===== src/rtl/systolic_sequencer_if.sv =====
// systolic_sequencer_if: operand ready/valid stream and result valid/yumi stream.
// slave is the sequencer side, master is the producer/consumer side.
interface systolic_sequencer_if #(
  parameter int width_p     = 8,
  parameter int acc_width_p = 16
);
  logic                   valid_i;
  logic                   ready_o;
  logic [width_p-1:0]     data_i;
  logic                   valid_o;
  logic                   yumi_i;
  logic [acc_width_p-1:0] data_o;

  modport slave (
    input  valid_i,
    output ready_o,
    input  data_i,
    output valid_o,
    input  yumi_i,
    output data_o
  );

  modport master (
    output valid_i,
    input  ready_o,
    output data_i,
    input  valid_o,
    output yumi_i,
    input  data_o
  );
endinterface


===== src/rtl/systolic_sequencer.sv =====
// systolic_sequencer: loads A/B, skews them into a dim_p x dim_p array, unloads results.
// Define SYSTOLIC_SEQ_PERF_CNT_EN to add the perf_cycles_o cycle counter.
module systolic_sequencer #(
  parameter int width_p     = 8,
  parameter int dim_p       = 2,
  parameter int acc_width_p = 16
) (
  input  logic                               clk_i,
  input  logic                               reset_ni,
  input  logic                               en_i,
  input  logic                               flush_i,
  systolic_sequencer_if.slave                io,
  output logic [dim_p*width_p-1:0]           row_data_o,
  output logic [dim_p-1:0]                   row_valid_o,
  output logic [dim_p*width_p-1:0]           col_data_o,
  output logic [dim_p-1:0]                   col_valid_o,
  output logic                               arr_clear_o,
  input  logic [dim_p*dim_p*acc_width_p-1:0] arr_result_i,
  output logic                               busy_o
`ifdef SYSTOLIC_SEQ_PERF_CNT_EN
  ,
  output logic [31:0]                        perf_cycles_o
`endif
);

  localparam int n_lp     = dim_p * dim_p;
  localparam int cnt_w_lp = $clog2(2 * n_lp);

  typedef logic [cnt_w_lp-1:0] cnt_t;

  typedef enum logic [2:0] {
    LOAD,
    CLEAR,
    FEED,
    DRAIN,
    UNLOAD
  } state_e;

  state_e state_q, state_n;
  cnt_t   cnt_q, cnt_n;

  logic [width_p-1:0] a_q [n_lp];
  logic [width_p-1:0] b_q [n_lp];

  logic [dim_p*width_p-1:0] row_d, col_d;
  logic [dim_p-1:0]         row_v, col_v;
  logic [dim_p*width_p-1:0] row_data_q, col_data_q;
  logic [dim_p-1:0]         row_valid_q, col_valid_q;
  logic                     clear_q;
  logic                     valid_q;
  logic [acc_width_p-1:0]   data_q;
  logic [acc_width_p-1:0]   res_sel;

  logic ready, beat, yumi;

  assign ready = en_i & (state_q == LOAD);
  assign beat  = ready & io.valid_i;
  assign yumi  = en_i & valid_q & io.yumi_i;

  always_comb begin
    state_n = state_q;
    cnt_n   = cnt_q;
    unique case (state_q)
      LOAD: begin
        if (beat) begin
          if (cnt_q == cnt_t'(2 * n_lp - 1)) begin
            state_n = CLEAR;
            cnt_n   = '0;
          end else begin
            cnt_n = cnt_q + 1'b1;
          end
        end
      end
      CLEAR: begin
        state_n = FEED;
        cnt_n   = '0;
      end
      FEED: begin
        if (cnt_q == cnt_t'(2 * dim_p - 2)) begin
          state_n = DRAIN;
          cnt_n   = '0;
        end else begin
          cnt_n = cnt_q + 1'b1;
        end
      end
      DRAIN: begin
        if (cnt_q == cnt_t'(dim_p - 1)) begin
          state_n = UNLOAD;
          cnt_n   = '0;
        end else begin
          cnt_n = cnt_q + 1'b1;
        end
      end
      UNLOAD: begin
        if (yumi) begin
          if (cnt_q == cnt_t'(n_lp - 1)) begin
            state_n = LOAD;
            cnt_n   = '0;
          end else begin
            cnt_n = cnt_q + 1'b1;
          end
        end
      end
      default: begin
        state_n = LOAD;
        cnt_n   = '0;
      end
    endcase
  end

  // Row r and column r share the skew window: element j enters at t = r + j.
  always_comb begin
    row_d = '0;
    row_v = '0;
    col_d = '0;
    col_v = '0;
    if (state_q == FEED) begin
      for (int r = 0; r < dim_p; r++) begin
        for (int j = 0; j < dim_p; j++) begin
          if (cnt_q == cnt_t'(r + j)) begin
            row_d[r*width_p +: width_p] = a_q[r*dim_p+j];
            row_v[r]                    = 1'b1;
            col_d[r*width_p +: width_p] = b_q[j*dim_p+r];
            col_v[r]                    = 1'b1;
          end
        end
      end
    end
  end

  always_comb begin
    res_sel = '0;
    for (int k = 0; k < n_lp; k++) begin
      if (cnt_n == cnt_t'(k)) begin
        res_sel = arr_result_i[k*acc_width_p +: acc_width_p];
      end
    end
  end

  always_ff @(posedge clk_i or negedge reset_ni) begin
    if (!reset_ni) begin
      state_q     <= LOAD;
      cnt_q       <= '0;
      row_data_q  <= '0;
      row_valid_q <= '0;
      col_data_q  <= '0;
      col_valid_q <= '0;
      clear_q     <= 1'b0;
      valid_q     <= 1'b0;
      data_q      <= '0;
    end else if (flush_i) begin
      state_q     <= LOAD;
      cnt_q       <= '0;
      row_data_q  <= '0;
      row_valid_q <= '0;
      col_data_q  <= '0;
      col_valid_q <= '0;
      clear_q     <= 1'b0;
      valid_q     <= 1'b0;
      data_q      <= '0;
    end else if (en_i) begin
      state_q     <= state_n;
      cnt_q       <= cnt_n;
      row_data_q  <= row_d;
      row_valid_q <= row_v;
      col_data_q  <= col_d;
      col_valid_q <= col_v;
      clear_q     <= (state_q == CLEAR);
      valid_q     <= (state_q == UNLOAD) && (state_n == UNLOAD);
      if ((state_q == UNLOAD) && (state_n == UNLOAD)) begin
        data_q <= res_sel;
      end else begin
        data_q <= '0;
      end
    end
  end

  always_ff @(posedge clk_i or negedge reset_ni) begin
    if (!reset_ni) begin
      for (int i = 0; i < n_lp; i++) begin
        a_q[i] <= '0;
        b_q[i] <= '0;
      end
    end else if (beat && !flush_i) begin
      for (int i = 0; i < n_lp; i++) begin
        if (cnt_q == cnt_t'(i)) a_q[i] <= io.data_i;
        if (cnt_q == cnt_t'(n_lp + i)) b_q[i] <= io.data_i;
      end
    end
  end

`ifdef SYSTOLIC_SEQ_PERF_CNT_EN
  logic [31:0] perf_q;
  logic        perf_run_q;

  // The first beat counts as cycle 1; the final yumi cycle is included.
  always_ff @(posedge clk_i or negedge reset_ni) begin
    if (!reset_ni) begin
      perf_q     <= '0;
      perf_run_q <= 1'b0;
    end else if (flush_i) begin
      perf_q     <= '0;
      perf_run_q <= 1'b0;
    end else if (en_i) begin
      if (beat && (cnt_q == '0)) begin
        perf_q     <= 32'd1;
        perf_run_q <= 1'b1;
      end else if (perf_run_q) begin
        if (perf_q != '1) perf_q <= perf_q + 32'd1;
        if (yumi && (state_n == LOAD)) perf_run_q <= 1'b0;
      end
    end
  end

  assign perf_cycles_o = perf_q;
`endif

  assign io.ready_o  = ready;
  assign io.valid_o  = valid_q;
  assign io.data_o   = data_q;
  assign row_data_o  = row_data_q;
  assign row_valid_o = row_valid_q;
  assign col_data_o  = col_data_q;
  assign col_valid_o = col_valid_q;
  assign arr_clear_o = clear_q;
  assign busy_o      = (state_q != LOAD);

endmodule


===== src/flat_wrapper.sv =====
// flat-port wrapper written by rule: the top's interface ports become plain ports
module systolic_sequencer_flat 
#(
  parameter int width_p     = 8,
  parameter int dim_p       = 2,
  parameter int acc_width_p = 16
)
  (clk_i, reset_ni, en_i, flush_i, row_data_o, row_valid_o, col_data_o, col_valid_o, arr_clear_o, arr_result_i, busy_o, io_valid_i, io_ready_o, io_data_i, io_valid_o, io_yumi_i, io_data_o);
  systolic_sequencer_if #(.width_p(width_p), .acc_width_p(acc_width_p)) io_i ();
  input  logic clk_i;
  input  logic reset_ni;
  input  logic en_i;
  input  logic flush_i;
  output logic [dim_p*width_p-1:0] row_data_o;
  output logic [dim_p-1:0] row_valid_o;
  output logic [dim_p*width_p-1:0] col_data_o;
  output logic [dim_p-1:0] col_valid_o;
  output logic arr_clear_o;
  input  logic [dim_p*dim_p*acc_width_p-1:0] arr_result_i;
  output logic busy_o;
  input wire logic [$bits(io_i.valid_i)-1:0] io_valid_i;
  output wire logic [$bits(io_i.ready_o)-1:0] io_ready_o;
  input wire logic [$bits(io_i.data_i)-1:0] io_data_i;
  output wire logic [$bits(io_i.valid_o)-1:0] io_valid_o;
  input wire logic [$bits(io_i.yumi_i)-1:0] io_yumi_i;
  output wire logic [$bits(io_i.data_o)-1:0] io_data_o;
  assign io_i.valid_i = io_valid_i;
  assign io_ready_o = io_i.ready_o;
  assign io_i.data_i = io_data_i;
  assign io_valid_o = io_i.valid_o;
  assign io_i.yumi_i = io_yumi_i;
  assign io_data_o = io_i.data_o;
  systolic_sequencer #(.width_p(width_p), .dim_p(dim_p), .acc_width_p(acc_width_p)) u_core (.clk_i(clk_i), .reset_ni(reset_ni), .en_i(en_i), .flush_i(flush_i), .io(io_i), .row_data_o(row_data_o), .row_valid_o(row_valid_o), .col_data_o(col_data_o), .col_valid_o(col_valid_o), .arr_clear_o(arr_clear_o), .arr_result_i(arr_result_i), .busy_o(busy_o));
endmodule

===== config.mk =====
export PLATFORM = sky130hd
export DESIGN_NAME = systolic_sequencer_flat
export DESIGN_NICKNAME = d
export VERILOG_FILES = /design/src/rtl/systolic_sequencer_if.sv /design/src/rtl/systolic_sequencer.sv /design/src/flat_wrapper.sv
export SDC_FILE = /design/constraint.sdc
export NUM_CORES = 1
export LEC_CHECK = 0
export ABC_CLOCK_PERIOD_IN_PS = 7400
export BUFFER_PORTS_ARGS = -buffer_cell sky130_fd_sc_hd__buf_2
export CAP_MARGIN = 10
export CORE_ASPECT_RATIO = 2
export CORE_MARGIN = 3
export CORE_UTILIZATION = 35
export CTS_BUF_LIST = sky130_fd_sc_hd__clkbuf_8
export DETAILED_ROUTE_END_ITERATION = 10
export GPL_TIMING_DRIVEN = 0
export PLACE_DENSITY = 0.53
export SLEW_MARGIN = 20
export SYNTH_ARGS = -nofsm -noshare
export SYNTH_HDL_FRONTEND = slang
export SYNTH_SLANG_ARGS = --single-unit

===== constraint.sdc =====
create_clock -name clk_i -period 7.4 [get_ports clk_i]
set_input_delay 1.48 -clock clk_i [delete_from_list [all_inputs] [get_ports clk_i]]
set_output_delay 1.48 -clock clk_i [all_outputs]
set_load 0.05 [all_outputs]

; After elaboration in Yosys (flattened, before gate mapping)
; Cells that the tools add are included.
[totals]
reg_bits = 122
latch_bits = 0
mem_bits_rw = 0
romBits = 0
input_bits = 78
output_inout_bits = 56
memories = 0
[op_classes]
add_sub_neg = 1
multipliers = 0
div = 0
magnitude_cmp = 0
n_eq_ne = 15
n_shift = 0
muxes = 50
bitwise_logic = 4
n_reduce_logical = 16
[ops]
columns = operator, count
row1 = 16-bit 2-to-1 mux, 13
row2 = 8-bit 2-to-1 mux, 8
row3 = 3-bit 2-to-1 mux, 16
row4 = 3-bit by 2-bit == test with 1-bit output (second input constant), 6
row5 = 3-bit == test (second input constant), 6
row6 = 2-bit AND reduction, 8
row7 = 3-bit one-hot mux with 5 select lines, 1
row8 = 3-bit one-hot mux with 4 select lines, 1
row9 = 3-bit by 1-bit == test with 1-bit output (second input constant), 3
row10 = 3-bit zero test, 3
row11 = 1-bit 2-to-1 mux, 8
row12 = 2-bit 2-to-1 mux, 3
row13 = 1-bit AND, 4
row14 = 3-bit by 1-bit adder with 3-bit output (second input constant), 1
row15 = 3-bit nonzero test, 1
row16 = 1-bit logical AND, 2
row17 = 2-bit nonzero test, 1
row18 = 1-bit zero test, 1

; Depth between registers and ports, before layout
[logic_depth]
word_depth = 13
depth_mapped = 10
depth_no_buf = 8

; Worst setup path before layout
; No wires, ideal clock.
[synth_timing]
path_type = in2out
startpoint = in en_i
endpoint = out io_ready_o
arrival_ps = 2406
setup_slack_ps = 3514
path_stages = 3
path_buffers = 2
cell_sequence = buf_2 > buf_1 > and2_1
[synth_via]
elab_chain_cells = 1
[synth_rtl]
columns = element, line_no
row1 = "start, declared", flat_wrapper.sv:12  ; input logic en_i;
row2 = 1-bit AND, systolic_sequencer.sv:56  ; assign ready = en_i & (state_q == LOAD);
row3 = "end, declared", flat_wrapper.sv:22  ; output wire logic [$bits(io_i.ready_o)-1:0] io_ready_o;
; Every way passes these cells.

; Worst setup path in the final report
; Ends and elaborated chain as after synthesis.

==> flow_metrics.py <==
metrics = {
    "outcome": {
        "outcome": "completed",
    },
    "critical_path": {
        "path_buf_inv": 4,
        "worstPathRequired_ns": 5.92,
        "r2r-start": "u_core.cnt_q[0]$_DFFE_PN0P_",
        "cp_top_family": "buffers and inverters",
        "startpoint_type": "input port",
        "slowest_delay_ns": 0.44,
        "reg2reg_depth": 8,
        "crit_path_frequent_cell": "buf_2",
        "critical_path_arrival_ns": 2.79,
        "rrSetupSlack_ns": 3.79,
        "critPathKind": "in -> out",
        "cp_max_fo": 10,
        "worstReg2RegEnd": "u_core.io.data_o[5]$_DFFE_PN0P_",
        "crit_chain": "buf_2 > buf_2 > buf_1 > and2_1 > buf_2",
        "endpoint_kind": "primary output",
        "cp_slowest_cell": "buf_1",
    },
    "power_and_ir_drop": {
        "power_mw": 1.477,
        "peakVddDrop_uv": 154.6,
        "p_leak_nw": 3.551,
        "power_per_cell_area_nw_per_um2": 201.3,
    },
    "die": {
        "start_util": 0.3569,
        "io_pins": 134,
        "coreArea_um2": 16850,
        "die_h_um": 191.4,
        "die_w_um": 98.70,
        "die_area_um2": 18890,
        "row_count": 67,
    },
    "placed_design": {
        "dpl_worst_slack_ns": 3.121,
        "place_congestion": 0.9145,
        "hpwl_um": 14130,
        "io_buffers": 133,
        "dp_cells": 895,
        "placed_area_um2": 6975,
    },
    "detailed_routing": {
        "firstDrtPassIters": 4,
        "drtIter0Drc": 178,
        "drcViolationCount": 0,
        "drtAntennaViolNets": 0,
        "dr_total_vias": 5044,
        "avgRoutedWirePerCell_um": 20.43,
        "wirelength_um": 18940,
        "avgViaCountPerCell": 5.441,
    },
    "logic_synthesis": {
        "ys_seq_area_frac": 0.5076,
        "synthesis.nets": 639,
        "synth_compound_area_frac": 0.2078,
        "netlist_area_um2": 6015,
        "syn_inst": 554,
        "synthMuxAreaShare": 0.1309,
        "synth_edf_count": 0,
        "synthArstFlopShare": 1.000,
        "ys_types": 45,
        "synth_fa_ha_area_frac": 0.01456,
        "ys_warn_count": 0,
        "yosys.area_share.simple": 0.07988,
        "ys_seq_elements": 122,
        "yosys.area.top_type": "dfrtp_1",
        "synth_top_area_frac": 0.5076,
        "synth.area.top_cells": "dfrtp_1 51%, mux2_2 12%, a2111oi_0 7.0%",
        "synth_top_family_by_area": "compound AO/OA/AOI/OAI gates",
        "syn_avg_cell_area_um2": 10.86,
        "synth_xor_area_frac": 0,
        "synth-main-ff-cell": "dfrtp_1",
    },
    "timing": {
        "min_period_over_period": 0.5772,
        "fin_skew_ns": 0.006953,
        "hold_violations": 0,
        "max-slew-margin-rel": 0.1695,
        "rsz0062_at_grt": "no",
        "clock.fmax_mhz": 234.1,
        "worst_pin_slew_ns": 1.214,
        "finalSetupViolCount": 0,
        "fin_ws_ns": 3.129,
        "fin_crit_ns": 4.271,
        "fin_hold_ws_ns": 0.4751,
        "fin_setup_tns_ns": 0,
        "drv_slew": 0,
    },
    "global_routing": {
        "grt_max_degree": 80,
        "grt_pass1_vias": 5308,
        "antenna_found_initial": 0,
        "grt_overflow": 0,
        "grt_pass1_wl_um": 29260,
        "grt_use_total": 0.2019,
    },
    "clock_tree": {
        "cts-root-buf": "clkbuf_8",
        "clockBufferDepth": 2,
        "clkSinkCount": 122,
        "clk_latency_ns": 0.43,
        "cts_inserted_buffers": 17,
        "clkTransAtPathRegs_ns": 0.07,
        "cts_tree": "built",
        "cts.repair.resized": 0,
        "post-cts-setup-buffers": 0,
        "h-tree-depth": 4,
        "hold_buffers": 0,
    },
    "run": {
        "drv_cap": 0,
    },
    "min_path": {
        "hold_depth": 2,
        "min_from": "u_core.io.data_o[8]$_DFFE_PN0P_",
        "min_to": "u_core.io.data_o[8]$_DFFE_PN0P_",
        "hp-class": "reg -> reg",
    },
    "layout": {
        "n_antenna_cell": 0,
        "final_core_util": 0.4353,
        "nNetsFinal": 792,
        "drive_above_1_share": 0.3500,
        "fin_area_um2": 7335,
        "fillCellCount": 1667,
        "stdcell_count": 927,
        "final_common_cell": "buf_2",
        "area_delta_synth_final_pct": 21.95,
        "final_cell_mix": "140 x buf_2, 122 x dfrtp_1, 65 x mux2_2",
    },
}
[report_power, final]
part           switching [mW]  internal (mW)  total (mW)
combinational           0.124         0.0815       0.205
sequential             0.0196          0.704       0.723
clock                   0.301          0.246       0.548
[state kept, by name, indices dropped and copies added, names as in the netlist]
signal              cells
u_core.state_q          3
u_core.arr_clear_o      1
u_core.col_data_o      16
u_core.io.valid_o       1
u_core.row_data_o      16
u_core.a_q             32
u_core.row_valid_o      2
u_core.cnt_q            3
u_core.io.data_o       16
u_core.b_q             32
[synthesized netlist by cell type (2+ instances only)]
library cell	n
buf_4	2
clkbuf_1	32
a211o_1	2
nand2b_1	3
ha_1	7
nor3_2	2
o21ai_0	37
buf_6	2
nor2_1	10
o31ai_1	17
and2_1	3
a22oi_1	32
nand3_1	6
inv_1	39
mux2_2	65
a211oi_1	19
nand2_1	57
nor4bb_1	3
nor2b_1	6
a21oi_1	3
buf_1	2
buf_2	8
a2111oi_0	48
or3_1	2
mux2i_1	4
a21boi_0	3
dfrtp_1	122
[worst max-delay path by stage]
| stage | start | end | depth (start not counted) |
|---|---|---|---|
| finish | en_i | io_ready_o | 5 |
| global route | en_i | io_ready_o | 5 |
| CTS | en_i | io_ready_o | 5 |
| detailed placement | en_i | io_ready_o | 5 |
| global placement | en_i | io_ready_o | 5 |
| floorplan | en_i | io_ready_o | 3 |
[routing by layer]
layer  part of all wire  vias to the layer above  GRT usage
met1               0.36                     2450     0.2058
met2               0.54                      190     0.3732
met3              0.049                       52    0.03871
met4              0.054                        0     0.1210
met5                  0                        -          0
li1                   -                     2352          -
[final cells by class]
class                      instances  area [um^2]  area share
sequential                       122         3053      0.4162
tap                              207        259.0     0.03531
buffer                            47        210.2     0.02866
clock inverter                    14        111.4     0.01518
multi-input combinational        346         2608      0.3555
inverter                          39        146.4     0.01996
clock buffer                      18        247.7     0.03378
timing repair buffer             134        699.4     0.09536
[tightest hold or removal path: stages (launching register included)]
cell	delay (ns)
dfrtp_1	0.34
nand2_1	0.05
o31ai_1	0.05
[logic make-up after synthesis]
family                   count (synthesis)
adder cells (fa/ha/maj)                  7
AND/OR/NAND/NOR                         99
flip-flops                             122
multiplexers                            70
AO/OA/AOI/OAI                          170
buffers and inverters                   86
(Power assumes the default switching activity.)
